### src/rtl/mii_rx_capture.sv
// MII receive frame capture: strips preamble/SFD, grabs a window of post-SFD
// nibbles from each good frame and keeps good/error frame statistics.
module mii_rx_capture #(
  parameter int CAPTURE_NIBBLES = 8,
  parameter int OFFSET_W        = 16,
  parameter int MIN_PREAMBLE    = 2
) (
  input  logic                         enet_rx_clk,
  input  logic                         i_nreset,
  input  logic                         enet_rx_dv,
  input  logic [3:0]                   enet_rx_data,
  input  logic [OFFSET_W-1:0]          i_capture_offset,
  input  logic                         i_clear,
  output logic [4*CAPTURE_NIBBLES-1:0] o_capture,
  output logic                         o_capture_valid,
  output logic [31:0]                  o_frame_count,
  output logic [15:0]                  o_err_count,
  output logic [OFFSET_W-1:0]          o_last_len,
  output logic                         o_busy
);

  localparam int                CAP_W    = 4 * CAPTURE_NIBBLES;
  localparam logic [4:0]        MIN_PRE  = 5'(MIN_PREAMBLE);
  localparam logic [OFFSET_W:0] WIN_SPAN = (OFFSET_W + 1)'(CAPTURE_NIBBLES);
  localparam logic [3:0]        NIB_PRE  = 4'h5;
  localparam logic [3:0]        NIB_SFD  = 4'hD;

  typedef enum logic [1:0] {IDLE, PREAMBLE, DATA, DROP} state_t;

  state_t              state, state_nxt;
  logic [3:0]          pre_cnt;
  logic [OFFSET_W-1:0] idx;
  logic [OFFSET_W-1:0] offset_q;
  logic [CAP_W-1:0]    working;
  logic [CAP_W-1:0]    working_shift;
  logic                is_pre, sfd_ok, in_window;
  logic                sfd_hit, frame_good, frame_err;

  assign is_pre = (enet_rx_data == NIB_PRE);
  assign sfd_ok = (enet_rx_data == NIB_SFD) && ({1'b0, pre_cnt} >= MIN_PRE);

  // Window end is computed one bit wider so offsets near all-ones cannot wrap.
  assign in_window = (idx >= offset_q) &&
                     ({1'b0, idx} < ({1'b0, offset_q} + WIN_SPAN));

  generate
    if (CAPTURE_NIBBLES == 1) begin : g_shift_one
      assign working_shift = enet_rx_data;
    end else begin : g_shift_many
      assign working_shift = {working[CAP_W-5:0], enet_rx_data};
    end
  endgenerate

  // NOTE: sequential state uses non-blocking assignments so every register
  // samples pre-edge values, independent of block ordering.
  always_ff @(posedge enet_rx_clk or negedge i_nreset) begin
    if (!i_nreset) state <= IDLE;
    else           state <= state_nxt;
  end

  // NOTE: defaulting every combinational output first prevents latch inference.
  always_comb begin
    state_nxt = state;
    case (state)
      IDLE:     if (enet_rx_dv) state_nxt = is_pre ? PREAMBLE : DROP;
      PREAMBLE: begin
        if (!enet_rx_dv)     state_nxt = IDLE;
        else if (is_pre)     state_nxt = PREAMBLE;
        else if (sfd_ok)     state_nxt = DATA;
        else                 state_nxt = DROP;
      end
      DATA:     if (!enet_rx_dv) state_nxt = IDLE;
      DROP:     if (!enet_rx_dv) state_nxt = IDLE;
      default:  state_nxt = IDLE;
    endcase
  end

  always_comb begin
    o_busy     = (state != IDLE);
    sfd_hit    = (state == PREAMBLE) && enet_rx_dv && !is_pre && sfd_ok;
    frame_good = (state == DATA) && !enet_rx_dv && !idx[0];
    frame_err  = !enet_rx_dv &&
                 ((state == PREAMBLE) || (state == DROP) ||
                  ((state == DATA) && idx[0]));
  end

  // NOTE: working/idx are plain registers, so they take the async reset too;
  // leaving them unreset would let X leak into o_capture after power-up.
  always_ff @(posedge enet_rx_clk or negedge i_nreset) begin
    if (!i_nreset) begin
      pre_cnt  <= '0;
      idx      <= '0;
      offset_q <= '0;
      working  <= '0;
    end else begin
      if (state == IDLE && enet_rx_dv && is_pre)
        pre_cnt <= 4'd1;
      else if (state == PREAMBLE && enet_rx_dv && is_pre && pre_cnt != 4'hF)
        pre_cnt <= pre_cnt + 4'd1;

      if (sfd_hit) begin
        idx      <= '0;
        working  <= '0;
        offset_q <= i_capture_offset;
      end else if (state == DATA && enet_rx_dv) begin
        if (idx != '1) idx <= idx + OFFSET_W'(1);
        if (in_window) working <= working_shift;
      end
    end
  end

  always_ff @(posedge enet_rx_clk or negedge i_nreset) begin
    if (!i_nreset) begin
      o_capture       <= '0;
      o_capture_valid <= 1'b0;
      o_last_len      <= '0;
      o_frame_count   <= '0;
      o_err_count     <= '0;
    end else begin
      o_capture_valid <= frame_good;
      if (frame_good) begin
        o_capture  <= working;
        o_last_len <= idx >> 1;
      end

      // Clear wins over any increment landing on the same edge.
      if (i_clear) begin
        o_frame_count <= '0;
        o_err_count   <= '0;
      end else begin
        if (frame_good)                     o_frame_count <= o_frame_count + 32'd1;
        if (frame_err && o_err_count != '1) o_err_count   <= o_err_count + 16'd1;
      end
    end
  end

endmodule

### config.mk
export PLATFORM = sky130hd
export DESIGN_NAME = mii_rx_capture
export DESIGN_NICKNAME = d
export VERILOG_FILES = /design/src/rtl/mii_rx_capture.sv
export SDC_FILE = /design/constraint.sdc
export NUM_CORES = 1
export LEC_CHECK = 0
export ABC_AREA = 1
export CORE_ASPECT_RATIO = 0.5
export CORE_MARGIN = 3
export CORE_UTILIZATION = 53
export CTS_CLUSTER_DIAMETER = 30
export DETAILED_ROUTE_END_ITERATION = 10
export PLACE_DENSITY = 0.77
export SLEW_MARGIN = 20
export SYNTH_ARGS = -nofsm -noshare
export SYNTH_HDL_FRONTEND = slang
export SYNTH_SLANG_ARGS = --single-unit
### constraint.sdc
create_clock -name enet_rx_clk -period 4.6 [get_ports enet_rx_clk]
set_input_delay 0.92 -clock enet_rx_clk [delete_from_list [all_inputs] [get_ports enet_rx_clk]]
set_output_delay 0.92 -clock enet_rx_clk [all_outputs]
set_load 0.05 [all_outputs]
* Word-level counts from Yosys, hierarchy flattened
Index checks and enable logic that the tools add are counted.
** Word-level totals
- Flip-flop bits (word level) :: 166
- Bits of input ports :: 24
- Output and inout port bits :: 98
- Word-level logic and storage cells :: 79
** Operators by class
- Add/subtract/negate cells :: 5
- Magnitude comparators :: 3
- Eq/ne operators :: 10
- Mux-type cells :: 19
- Reductions and logical operators :: 32
** Operators by type and width (number)
- two-way mux 32 bit :: 5
- two-way mux 16 bit :: 5
- adder 16 x 1 -> 16 bit (second input constant) :: 2
- adder 32 x 1 -> 32 bit (second input constant) :: 1
- != test 16 bit (second input constant) :: 2
- adder 16 x 4 -> 17 bit (second input constant) :: 1
- < comparator 16 x 17 -> 1 bit :: 1
- >= comparator 16 bit :: 1
- logical AND 1 bit :: 15
- nonzero test 2 bit :: 7
- two-way mux 2 bit :: 5
- two-way mux 4 bit :: 2
- one-hot mux 2 bit (3 select lines) :: 1
- AND reduction 2 bit :: 3
- adder 4 x 1 -> 4 bit (second input constant) :: 1
- == test 2 bit (second input constant) :: 2
- == test 4 x 3 -> 1 bit (second input constant) :: 1
- == test 4 bit (second input constant) :: 1
- >= comparator 4 x 2 -> 1 bit (second input constant) :: 1
- != test 2 bit (second input constant) :: 2
- != test 4 bit (second input constant) :: 1
- zero test 1 bit :: 3
- == test 2 x 1 -> 1 bit (second input constant) :: 1
- zero test 2 bit :: 1
- 3 further kinds :: 4

* Logic depth before layout (Yosys ltp)
Gate-level depths: netlist of run 1.
- Depth after elaboration :: 7
- Depth in mapped cells :: 16
- Depth with buffers taken out :: 16

* Worst setup path before layout of run 1
No wires, ideal clock.
- Kind :: register -> register
- From :: register offset_q[3]
- To :: register working[10]
- Library setup time :: 0.066 ns
- Arrival time :: 2.339 ns
- Required time :: 4.534 ns
- Slack :: 2.194 ns
- Cell stages (with the launch flop) :: 15
- Buffers on the path :: 1
- Period minus slack after synthesis :: 2.406 ns
- Cells stage by stage :: dfrtp_1 -> ha_1 -> nand3_1 -> nor2_1 -> nand3_1 -> nor4_1 -> xor2_1 -> ha_1 -> inv_1 -> nor3_2 -> nor2_8 -> nand3_4 -> buf_6 -> nand3_2 -> nand2_1
** Between the ends
- Longest elaborated chain between the ends :: 5
- Elaborated cells between the ends (all ways) :: 6
- Those cells by class :: add/sub (1); order compare (2); reduce/logical (3)
** Ends and longest elaborated chain
- start, declared :: line 33 : logic [OFFSET_W-1:0] offset_q;
- start signal, assigned :: line 104 : offset_q <= i_capture_offset;
- adder 16 x 4 -> 17 bit :: line 44 : ({1'b0, idx} < ({1'b0, offset_q} + WIN_SPAN));
- < comparator 16 x 17 -> 1 bit :: line 44
- logical AND 1 bit * :: line 43 : assign in_window = (idx >= offset_q) &&
- nonzero test 2 bit (no line) *
- AND reduction 2 bit (no line) *
- end signal, assigned :: line 107 : if (in_window) working <= working_shift;
- end, declared :: line 34 : logic [CAP_W-1:0] working;
Mark *: on every way between the ends. The rest lies on a longest branch, timed or not.
A chain may end at the register's enable or synchronous reset.

* Final worst setup path of run 1
- From :: register offset_q[3]
- To :: register working[11]
The elaborated chain is that of the path after synthesis.

==> results of run 1 <==
==> registers in the layout, indices dropped and copies added (netlist names) <==
name / count
o_capture_valid: 1
offset_q: 16
o_last_len: 15
state: 2
o_frame_count: 32
o_capture: 32
o_err_count: 16
working: 32
pre_cnt: 4
idx: 16
==> cell usage in the layout, fill, tap and decap left out, types with 3 or more instances in the layout <==
| master | Yosys | layout |
|---|---|---|
| nand2_1 | 331 | 331 |
| dfrtp_1 | 166 | 166 |
| clkdlybuf4s50_1 | 0 | 119 |
| inv_1 | 116 | 116 |
| nor2_1 | 103 | 103 |
| o21ai_0 | 64 | 64 |
| nand4_1 | 54 | 54 |
| a21oi_1 | 51 | 51 |
| nand3_1 | 46 | 45 |
| nor3_1 | 36 | 36 |
| ha_1 | 36 | 36 |
| nand3_2 | 27 | 28 |
| xor2_1 | 21 | 21 |
| clkbuf_16 | 0 | 17 |
| buf_4 | 1 | 7 |
| o21ai_2 | 6 | 6 |
| inv_6 | 0 | 6 |
| nor4_1 | 5 | 5 |
| o31ai_1 | 5 | 5 |
| nand2_2 | 4 | 4 |
| nor2_2 | 4 | 4 |
| clkinv_4 | 0 | 4 |
| or2_2 | 3 | 3 |
| a211oi_1 | 3 | 3 |
==> final timing paths <==
path / from / end
max: offset_q[3] / working[11]
min: working[27] / o_capture[27]
max reg2reg: offset_q[3] / working[11]
min reg2reg: working[27] / o_capture[27]
max in group asynchronous: i_nreset / o_capture[7]
min in group asynchronous: i_nreset / o_frame_count[14]
==> stage by stage <==
step	instance area, sq um	hold WS (ns)	utilization
3_3_place_gp	10400	0.463	0.629
5_1_grt	11000	0.503	0.665
6_report	11000	0.479	0.665
3_5_place_dp	10400	0.464	0.629
4_1_cts	11000	0.482	0.665
2_1_floorplan	9020	0.442	-
==> power by group <==
| part | internal, W | switching [W] |
|---|---|---|
| clock network | 0.000817 | 0.000643 |
| logic | 0.000392 | 0.000803 |
| registers | 0.00161 | 0.000157 |
| total | 0.00282 | 0.00160 |
==> per-layer routing <==
| layer | up-vias | routed length (um) | GRT usage |
|---|---|---|---|
| li1 | 3965 | - | - |
| met5 | - | 0 | 0 |
| met2 | 236 | 10500 | 0.402 |
| met3 | 28 | 1280 | 0.0470 |
| met1 | 3880 | 10100 | 0.336 |
| met4 | 0 | 323 | 0.0597 |
==> worst min-delay path, delay by kind of cell (launching register included) <==
| family | cells | cell delay, ns |
|---|---|---|
| DFF | 1 | 0.35 |
| and+or+nand+nor | 2 | 0.09 |
==> cell families (layout without fill, tap and decap cells) <==
logic type / Yosys count / after routing
multiplexers: 1 / 1
AO/OA/AOI/OAI: 137 / 137
buffers and inverters: 153 / 275
XOR/XNOR: 23 / 23
other: 1 / 1
adder cells (fa/ha/maj): 36 / 36
AND/OR/NAND/NOR: 621 / 621
flip-flops: 166 / 166
==> cell type report <==
type | instances | area [sq um] | area share
multi-input combinational | 819 | 4260 | 0.388
sequential | 166 | 4150 | 0.378
timing repair buffer | 127 | 1250 | 0.114
inverter | 116 | 435 | 0.0397
clock buffer | 18 | 429 | 0.0391
tap | 227 | 284 | 0.0259
clock inverter | 14 | 164 | 0.0149
==> summary.txt, run 1 <==
Route
  – Iter 0 DRT Violations: 553
  – First-pass DRT Iterations: 5
  – Final wirelength: 22300 um
  – Per-cell routed wire length: 15.0 um
  – Total number of vias: 8109
  – Antenna Violating Nets Remaining: 0
  – Vias per cell: 5.45
  – Drt drc: 0

Die
  – Top-Level Pins: 122
  – Starting Density: 0.546
  – Core area: 16500 sq um
  – # rows: 33
  – Die extent in y: 98.2 um
  – Die X: 190 um
  – Die area: 18700 sq um

Cells and area
  – Fraction of layout cells with a size suffix above 1: 0.0714
  – Ant. Diodes: 0
  – Filler cell count: 1366
  – Area grow syn2layout: 21.7%
  – Post-route insts no fill: 1487
  – Layout Nets: 1307

Synth
  – Sequential-to-total area share from yosys stat: 0.461
  – Adder-Cell Fraction of Synth Area: 0.0499
  – Mapped Cells: 1138
  – Largest cells by area after synthesis: dfrtp_1 46%, nand2_1 14%, ha_1 5.0%
  – Main flop type after synthesis: dfrtp_1
  – Avg Cell Area, Syn: 7.93 sq um
  – FF+latch count, synth: 166
  – Share of the synthesized area in the top cell type: 0.461
  – Yosys Warn Count: 0
  – Top post-synthesis cells by count: 331 x nand2_1, 166 x dfrtp_1, 116 x inv_1, 103 x nor2_1, 64 x o21ai_0
  – Leading area contributor after synthesis: dfrtp_1
  – Number of synthesized flops with an enable pin: 0
  – XOR/XNOR Fraction of Synth Area: 0.0223
  – Synth Area in Simple Gates: 0.315
  – Syn_nets: 1198
  – Mux cell area share after synthesis: 0.00125
  – Post-Syn Area: 9020 sq um
  – Largest family of logic cells by synthesized area: simple AND/OR/NAND/NOR gates
  – Post-synthesis compound-gate area fraction: 0.0830
  – Count leader, synth: nand2_1
  – Synth unique cells: 40
  – Async SR Flop Fraction: 1.00

Placed design
  – Cell count after placement: 1455
  – Post-Place Setup Slack: 1.29 ns
  – Gpl congestion: 0.916
  – Hpwl dp: 16200 um
  – Port Buffers: 120

Worst setup path
  – CP Data Required Time: 4.89 ns
  – WP data arrival: 3.59 ns
  – CP Buf/Inv Count: 1
  – Slowest CP cell: nand3_4
  – Crit path largest cell delay: 0.59 ns
  – CP top delay family: simple AND/OR/NAND/NOR gates
  – WP depth: 13
  – Max FO, Critical Path: 37
  – Critical path class: reg2reg
  – FF-to-FF path depth: 13
  – Setup crit end kind: flop
  – CP cell instances: ha_1, nand3_1, nor2_1, nand3_1, nor4_1, xor2_1, ha_1, inv_1, nor3_1, nand2_2, nand3_4, nand2_1, o21ai_2
  – Startpoint Class: flop
  – R2r setup slk: 1.30 ns

STA
  – Final setup violation count: 0
  – Final period util: 0.717
  – Worst slew pin tran: 0.949 ns
  – Worst Skew: 0.0137 ns
  – Pins Over Slew Limit: 0
  – Max Fclk: 0.303 GHz
  – RSZ-0062 raised after global routing: false
  – Final Hold Vio Count: 0
  – Setup TNS: 0 ns
  – Crit path time final: 3.30 ns
  – Slew headroom: 0.367
  – PnR worst setup slack: 1.30 ns

Worst hold path
  – Hold Crit Class: reg2reg
  – Hold Crit Depth: 2

Clock network
  – CTS clk-pin slew, worst paths: 0.07 ns
  – CTS Sinks: 166
  – H-tree depth: 4
  – Post-CTS Setup Bufs: 0
  – CTS tree: done
  – CTS Buffer Depth: 2
  – Hold-fix buffers at CTS: 0
  – Clock latency on the worst-skew pair: 0.43 ns
  – # resized after CTS: 0
  – Root Driver: clkbuf_16
  – Clock buffer count from CTS: 17

Power
  – Leakage: 5.27 nW
  – Pwr/cell area: 403 nW/um^2
  – Max VDD drop: 304 uV
  – Power Total: 0.00442 W

Global routing
  – Pin count of the biggest net entering global routing: 98
  – Grt ovf: 0
  – Number of global-route vias before repair: 7578
  – Global-route wire length before repair: 37400 um
  – Tot GR Track Use: 0.244
  – Initial antenna violation count: 0

Run status
  – Status: finished, final reports clean

Job
  – Max_cap viols: 0
Power figures use the tool's default switching activity.
==> run 2, diff against run 1 <==
==> constraint.sdc (replaced) <==
create_clock -name enet_rx_clk -period 3.3 [get_ports enet_rx_clk]
set_input_delay 0.66 -clock enet_rx_clk [delete_from_list [all_inputs] [get_ports enet_rx_clk]]
set_output_delay 0.66 -clock enet_rx_clk [all_outputs]
set_load 0.05 [all_outputs]
==> run 2 against run 1 <==
  * Flip-flop and latch count did not move
  * Critical path depth rose by 1
  * Maximum frequency rose by 17%
  * Clock power rose by 43%
  * Die area did not move
  * Utilization rose by 0.68 points
  * Sequential share of layout area fell by 0.38 points
  * Hold slack got worse by 0.26 ns
  * First-iteration DRC count rose by 18%
  * Total power rose by 41%
  * Non-clock buffer count rose by 10
  * Clock skew rose by 0.0011 ns
==> summary.txt, run 2 (synthesis gave the netlist of run 1 again) <==
Worst setup path
  – Max FO, Critical Path: 27
  – Setup crit end kind: flop
  – Critical path class: reg2reg
  – Startpoint Class: flop
  – WP data arrival: 3.14 ns
  – CP Data Required Time: 3.63 ns

Placed design
  – Port Buffers: 120
  – Gpl congestion: 0.951
  – Placed Area: 10500 sq um
  – Hpwl dp: 16400 um

Die
  – Die extent in y: 98.2 um
  – Die area: 18700 sq um
  – Core area: 16500 sq um
  – Top-Level Pins: 122
  – Die X: 190 um
  – Starting Density: 0.546
  – # rows: 33

Clock network
  – CTS clk-pin slew, worst paths: 0.07 ns
  – CTS Buffer Depth: 2
  – # resized after CTS: 0
  – Hold-fix buffers at CTS: 0
  – Clock latency on the worst-skew pair: 0.44 ns
  – Clock buffer count from CTS: 17
  – Post-CTS Setup Bufs: 0
  – Root Driver: clkbuf_16
  – CTS Sinks: 166
  – CTS tree: done
  – H-tree depth: 4

Cells and area
  – Largest registers: o_capture x32, o_frame_count x32, working x32
  – Most common cell after layout, fill and taps aside: nand2_1
  – Area of the multi-input gates: 4260 sq um
  – FF+latch area: 4150 sq um
  – Final instance area: 11100 sq um
  – Highest-count cells in the layout ignoring fill and taps: 331 x nand2_1, 166 x dfrtp_1, 119 x clkdlybuf4s50_1, 116 x inv_1, 103 x nor2_1
  – Fraction of layout cells with a size suffix above 1: 0.0795
  – Filler cell count: 1363
  – Area grow syn2layout: 23.0%
  – Util after Layout: 0.672
  – Ant. Diodes: 0
  – Layout Nets: 1317

STA
  – Final setup violation count: 0
  – Max Fclk: 0.356 GHz
  – Fin Hold WS: 0.221 ns
  – Final Hold Vio Count: 0
  – Setup TNS: 0 ns
  – Pins Over Slew Limit: 0
  – Crit path time final: 2.81 ns
  – RSZ-0062 raised after global routing: false
  – Final period util: 0.852
  – Slew headroom: 0.540
  – Worst Skew: 0.0148 ns
  – Worst slew pin tran: 0.684 ns

Route
  – Per-cell routed wire length: 15.3 um
  – Total number of vias: 8260
  – Antenna Violating Nets Remaining: 0
  – Iter 0 DRT Violations: 652
  – Final wirelength: 22900 um
  – Drt drc: 0
  – First-pass DRT Iterations: 5
  – Vias per cell: 5.52

Power
  – Leakage: 5.34 nW
  – Power Total: 0.00623 W
  – Max VDD drop: 459 uV
  – Pwr/cell area: 562 nW/um^2

Global routing
  – Number of global-route vias before repair: 7852
  – Tot GR Track Use: 0.251
  – Grt ovf: 0
  – Global-route wire length before repair: 38100 um
  – Pin count of the biggest net entering global routing: 69
  – Initial antenna violation count: 0

Worst hold path
  – Hold Crit Class: in2async

Run status
  – Status: finished, final reports clean

Job
  – Max_cap viols: 0
-- run 2: cell type report --
type | count | share of cell area
well taps | 227 | 0.0256
clock buffers | 17 | 0.0384
multi-input cells | 819 | 0.384
flip-flops and latches | 166 | 0.375
clock inverters | 15 | 0.0162
repair buffers | 137 | 0.122
inverters | 116 | 0.0393
-- run 2: worst paths after layout --
check	from	endpoint	slack (ns)	cells after the start
setup / recovery	offset_q[3]	working[7]	0.49	14
hold / removal	i_nreset	o_frame_count[16]	0.22	1
setup reg to reg	offset_q[3]	working[7]	0.49	14
hold reg to reg	working[27]	o_capture[27]	0.48	2
max in group asynchronous	i_nreset	o_last_len[14]	2.36	2
min in group enet_rx_clk	working[27]	o_capture[27]	0.48	2
-- run 2: critical path, cell delays in order (launching register included) --
cell	delay, ns
dfrtp_1	0.43
nand2_1	0.14
nor2_4	0.12
nand2_2	0.09
nor3_1	0.29
nand2_1	0.13
xor2_1	0.17
ha_1	0.29
a21oi_1	0.17
nor3_2	0.10
nor2_8	0.10
buf_4	0.30
nand4_1	0.17
nand2_1	0.15
inv_1	0.05
-- run 2: routing by layer --
metal | track usage | share of wire | routed length [um]
met1 | 0.340 | 0.44 | 10100
met2 | 0.417 | 0.48 | 11000
met3 | 0.0445 | 0.058 | 1340
met4 | 0.0744 | 0.019 | 437
met5 | 0 | 0 | 0
-- run 2: where the power goes --
group	leakage (nW)	internal [W]	total (W)	switching [W]
Sequential	2.19	0.00225	0.00246	0.000215
Combinational	2.85	0.000558	0.00168	0.00112
Clock	0.301	0.00115	0.00209	0.000941
-- run 2: metrics by stage --
step	worst slack, ns	cells
3_3_place_gp	0.600	1465
3_5_place_dp	0.473	1465
5_1_grt	0.250	1497
2_1_floorplan	0.894	1138
4_1_cts	0.512	1497
6_report	0.487	1497
